===== src/rtl/ciphertext_packer.sv =====
// Collects per-row encrypt results into an LWE ciphertext (a[0..n-1], b), folds m*DELTA into b,
// reduces every word mod q and streams the words out in index order.
module ciphertext_packer #(
  parameter int PLAINTEXT_MODULUS  = 64,
  parameter int PLAINTEXT_WIDTH    = 6,
  parameter int CIPHERTEXT_MODULUS = 1024,
  parameter int CIPHERTEXT_WIDTH   = 32,
  parameter int DIMENSION          = 3,
  parameter int DIM_WIDTH          = 2
) (
  input  logic                        clk,
  input  logic                        rst,
  input  logic                        start,
  input  logic [PLAINTEXT_WIDTH-1:0]  plaintext,
  input  logic                        in_valid,
  output logic                        in_ready,
  input  logic [DIM_WIDTH:0]          in_row,
  input  logic [CIPHERTEXT_WIDTH-1:0] in_data,
  output logic                        out_valid,
  input  logic                        out_ready,
  output logic [CIPHERTEXT_WIDTH-1:0] out_data,
  output logic [DIM_WIDTH:0]          out_index,
  output logic                        out_last,
  output logic                        done,
  output logic                        err
);

  localparam int QW     = $clog2(CIPHERTEXT_MODULUS);
  localparam int IDX_W  = DIM_WIDTH + 1;
  localparam int NWORDS = DIMENSION + 1;
  localparam logic [IDX_W-1:0] LAST_IDX = IDX_W'(DIMENSION);
  localparam logic [CIPHERTEXT_WIDTH:0] DELTA_W =
    (CIPHERTEXT_WIDTH+1)'(CIPHERTEXT_MODULUS / PLAINTEXT_MODULUS);

  typedef enum logic [1:0] {IDLE, COLLECT, DRAIN} state_t;

  state_t                     state, next_state;
  logic [PLAINTEXT_WIDTH-1:0] m_reg;
  logic [NWORDS-1:0]          mask;
  logic [QW-1:0]              word_buf [NWORDS];
  logic [IDX_W-1:0]           out_idx;
  logic                       err_reg;
  logic                       done_reg;

  logic                       start_fire;
  logic                       in_fire;
  logic                       row_ok;
  logic                       out_fire;
  logic                       last_fire;
  logic [NWORDS-1:0]          row_bit;
  logic [NWORDS-1:0]          mask_after;
  logic [CIPHERTEXT_WIDTH:0]  b_sum;
  logic [QW-1:0]              wr_word;
  logic                       unused_bits;

  // Row decode and word reduction; out-of-range rows decode to an empty row_bit.
  always_comb begin
    start_fire = (state == IDLE) && start;
    in_fire    = (state == COLLECT) && in_valid;
    row_ok     = (in_row <= LAST_IDX);
    row_bit    = '0;
    for (int i = 0; i < NWORDS; i++) begin
      if (in_row == IDX_W'(i)) row_bit[i] = 1'b1;
    end
    mask_after = mask | row_bit;
    b_sum      = {1'b0, in_data} + ((CIPHERTEXT_WIDTH+1)'(m_reg) * DELTA_W);
    wr_word    = (in_row == LAST_IDX) ? b_sum[QW-1:0] : in_data[QW-1:0];
    out_fire   = (state == DRAIN) && out_ready;
    last_fire  = out_fire && (out_idx == LAST_IDX);
  end

  assign unused_bits = ^b_sum[CIPHERTEXT_WIDTH:QW];

  always_ff @(posedge clk) begin
    if (rst) state <= IDLE;
    else     state <= next_state;
  end

  always_comb begin
    next_state = state;
    case (state)
      IDLE:    if (start) next_state = COLLECT;
      COLLECT: if (in_fire && row_ok && (mask_after == '1)) next_state = DRAIN;
      DRAIN:   if (last_fire) next_state = IDLE;
      default: next_state = IDLE;
    endcase
  end

  always_ff @(posedge clk) begin
    if (rst) begin
      m_reg    <= '0;
      mask     <= '0;
      out_idx  <= '0;
      err_reg  <= 1'b0;
      done_reg <= 1'b0;
    end else begin
      done_reg <= last_fire;
      if (start_fire) begin
        m_reg   <= plaintext;
        mask    <= '0;
        err_reg <= 1'b0;
      end
      if (in_fire) begin
        if (row_ok) mask    <= mask_after;
        else        err_reg <= 1'b1;
      end
      if (out_fire) out_idx <= last_fire ? '0 : out_idx + 1'b1;
    end
  end

  // Buffer contents are only meaningful once their mask bit is set, so no reset is needed.
  always_ff @(posedge clk) begin
    for (int i = 0; i < NWORDS; i++) begin
      if (in_fire && row_bit[i]) word_buf[i] <= wr_word;
    end
  end

  always_comb begin
    out_data = '0;
    if (state == DRAIN) begin
      for (int i = 0; i < NWORDS; i++) begin
        if (out_idx == IDX_W'(i)) out_data = CIPHERTEXT_WIDTH'(word_buf[i]);
      end
    end
  end

  assign in_ready  = (state == COLLECT);
  assign out_valid = (state == DRAIN);
  assign out_index = out_idx;
  assign out_last  = (state == DRAIN) && (out_idx == LAST_IDX);
  assign done      = done_reg;
  assign err       = err_reg;

endmodule


===== config.mk =====
export PLATFORM = sky130hd
export DESIGN_NAME = ciphertext_packer
export DESIGN_NICKNAME = d
export VERILOG_FILES = /design/src/rtl/ciphertext_packer.sv
export SDC_FILE = /design/constraint.sdc
export NUM_CORES = 1
export LEC_CHECK = 0
export ABC_AREA = 0
export BUFFER_PORTS_ARGS = -buffer_cell sky130_fd_sc_hd__buf_4
export CAP_MARGIN = 10
export CORE_ASPECT_RATIO = 0.7
export CORE_MARGIN = 8
export CORE_UTILIZATION = 35
export CTS_CLUSTER_SIZE = 10
export DETAILED_ROUTE_END_ITERATION = 8
export GPL_TIMING_DRIVEN = 0
export SLEW_MARGIN = 40
export SYNTH_ARGS = -nofsm -noshare
export SYNTH_HDL_FRONTEND = slang
export SYNTH_SLANG_ARGS = --single-unit

===== constraint.sdc =====
create_clock -name clk -period 4.1 [get_ports clk]
set_input_delay 0.205 -clock clk [delete_from_list [all_inputs] [get_ports clk]]
set_output_delay 0.205 -clock clk [all_outputs]
set_load 0.005 [all_outputs]

==> metrics <==
crit path DAT=~2.1 ns; Ys Warns=0; post-route minimum period=2.34 ns; Min-Delay Path Depth=1; via count=slightly above 2000; worst-case reg-to-reg path depth=7; RSZ-0062 raised after global routing=no; Cell Area, Synth=between 2000 and 3000 um2; post-CTS resize count=0; initial drt markers=87; die area=roughly 11000 um2; area of the multi-input gates=about 1100 um2; WL/cell=14.7 um; Diodes inserted=0; maxcap violations=0; most common cell after layout, fill and taps aside=buf_4; final period utilization=57.2%; HPWL Detailed=4660 um; WL final=between 6000 and 7000 um; gr usage total=about an eighth; Req. time, crit path=between 3 and 4 ns; final net count=around 380; CP endpoint kind=output pin; post-synthesis register bit count=57; DRC=0; FILL cells=roughly 740; Critical Path Fanout Max=10; Max Slew Vio Count=0; pin count of the biggest net entering global routing=13; critical path class=register to output pin; maximum vdd ir drop=roughly 0.22 mV; CTS tree=built; most frequent cells in the layout=buf_4 (62), edfxtp_1 (40), nand2_1 (34); final RePlAce weighted congestion=between 0.7 and 0.8; clk slew on worst S/H paths=about 0.060 ns; total power=approximately 1.5 mW; Std-Cell Rows=27; FF-to-FF setup slack=1.85 ns; Final setup viols=0; H-tree levels=3; fmax=between 0.4 and 0.5 GHz; Clock Power Share=50.2%; Die Y=approximately 90 um; Yosys top cell area share=a little over two fifths; Combinational Power Share=under 10%; Post-synth top flop=edfxtp_1; grt ovf=0; hold crit path type=input pin to register; Initial Util=a little over a third; actual slew at the worst max-slew pin=slightly below 0.8 ns; clk buf depth=2; top post-synthesis cells by area=edfxtp_1 (43%), dfxtp_1 (12%), buf_4 (5.9%), nand2_1 (4.6%), a21oi_1 (4.3%); Post-Route Setup TNS=0 ns; Int Pwr=approximately 1.2 mW; Async SR Flop Fraction=0%; fraction of layout cells with a size suffix above 1=26.4%; Flop pwr share=a little over two fifths; final core utilization=between 40% and 50%; Layout area overhead=29.5%; Post-CTS Setup Bufs=0; Worst Setup EP=out_data[4]; Seq/Total Area, Yosys=between 50% and 60%; Max-slew headroom=between 40% and 50%; initial antenna violation count=0; Post-synth EDFFs=40; launch point of the worst reg-to-reg path=m_reg[0]; largest area contributor in the netlist=edfxtp_1; power per cell area=approximately 410 nW/um2; Setup WS post-layout=roughly 1.8 ns; vias per std cell=approximately 4.7; TritonCTS buffer count=9; clk_skew=0.00499 ns; CORE AREA=roughly 8000 um2; dpl cells=~420; cts hold-fix bufs=0; Net Sw Frac=roughly 22%; router iterations before antenna repair=4; Post-Layout Cell Count=434; number of global-route vias before repair=around 2100; critical path startpoint=out_index[0]; Final Cell Area=approximately 3600 um2; P_sw=332 uW; max FFs per register=40; Final Hold Vio Count=0; WHS=0.0866 ns; IO Pins=86; die width=approximately 120 um; area post-placement=about 3300 um2; sequential cell area=between 1500 and 2000 um2; synth unique cells=44; CTS root buf=clkbuf_16; clk sink count=57; RR Endpoint=word_buf[3][8]; latest clock arrival within the worst-skew pair=between 0.3 and 0.4 ns; Routed Antenna Nets=0; Syn Inst Count=roughly 260; first-pass GRT wire length=roughly 10000 um; outcome=complete, no violations; Port Buffers=40; pre-CTS setup slack=1.88 ns; leakage=~1.5 nW; CP Launch Type=register; synthesized area per cell=10.9 um2
## power groups by stage
| stage | clock network [mW] | logic (mW) | registers (mW) |
|---|---|---|---|
| floorplan | 0 | 0.0663 | 0.643 |
| global placement | 0 | 0.102 | 0.645 |
| detailed placement | 0 | 0.104 | 0.645 |
| CTS | 0.759 | 0.104 | 0.633 |
| global route | 0.777 | 0.119 | 0.634 |
| finish | 0.744 | 0.106 | 0.633 |
## worst max-delay path, stage by stage (launching register included)
cell and delay, ns:
dfxtp_1 0.42, ha_1 0.19, clkbuf_1 0.32, buf_2 0.31
a21oi_1 0.09, o21ai_0 0.18, a22o_1 0.18, buf_4 0.12
## synthesized netlist by cell type, types with 2 or more instances
cell,number
nand3b_1,2
clkbuf_1,6
o211ai_1,2
buf_4,22
nor3_1,7
dfxtp_1,17
a211oi_1,2
a21oi_1,24
inv_1,8
nor2_1,14
o21ai_0,13
o31ai_1,2
nand2_1,34
ha_1,9
buf_2,3
edfxtp_1,40
nor2b_1,3
and3b_1,10
a22o_1,10
xor2_1,2
o21a_1,2
## layout make-up
type	count	share of cell area, %
Inverter	8	0.833
Timing Repair Buffer	41	8.47
Multi-Input combinational cell	180	30.4
Sequential cell	57	42.8
Tap cell	101	3.51
Clock inverter	7	2.15
Clock buffer	9	6.25
Buffer	31	5.62
## cell families (layout without fill, tap and decap cells)
| logic type | Yosys count | in the layout | share of synthesized area [%] |
|---|---|---|---|
| flops | 57 | 57 | 55.4 |
| simple gates | 79 | 79 | 14.7 |
| xor+xnor | 2 | 2 | 0.630 |
| compound gates | 66 | 66 | 15.7 |
| buf+inv | 39 | 96 | 8.36 |
| fa+ha+maj | 10 | 10 | 4.77 |
| other cells | 1 | 22 | 0.135 |
| mux | 1 | 1 | 0.360 |
## metal layers
| layer | up-vias | global-route usage [%] | part of all wire [%] |
|---|---|---|---|
| met2 | 57 | 18.6 | 46 |
| met5 | - | 0 | 0 |
| met4 | 0 | 3.84 | 0.79 |
| met1 | 931 | 14.4 | 47 |
| li1 | 1030 | - | - |
| met3 | 4 | 4.18 | 5.9 |
## how the worst min path moves through the flow
stage	start	endpoint	slack [ns]
floorplan	in_data[0]	word_buf[0][0]	0.30
global placement	in_data[2]	word_buf[1][2]	0.41
detailed placement	in_data[2]	word_buf[1][2]	0.42
CTS	in_data[2]	word_buf[1][2]	0.07
global route	in_data[2]	word_buf[1][2]	0.08
finish	in_data[3]	word_buf[0][3]	0.09
Note: power is estimated with default switching activity, not from simulation.
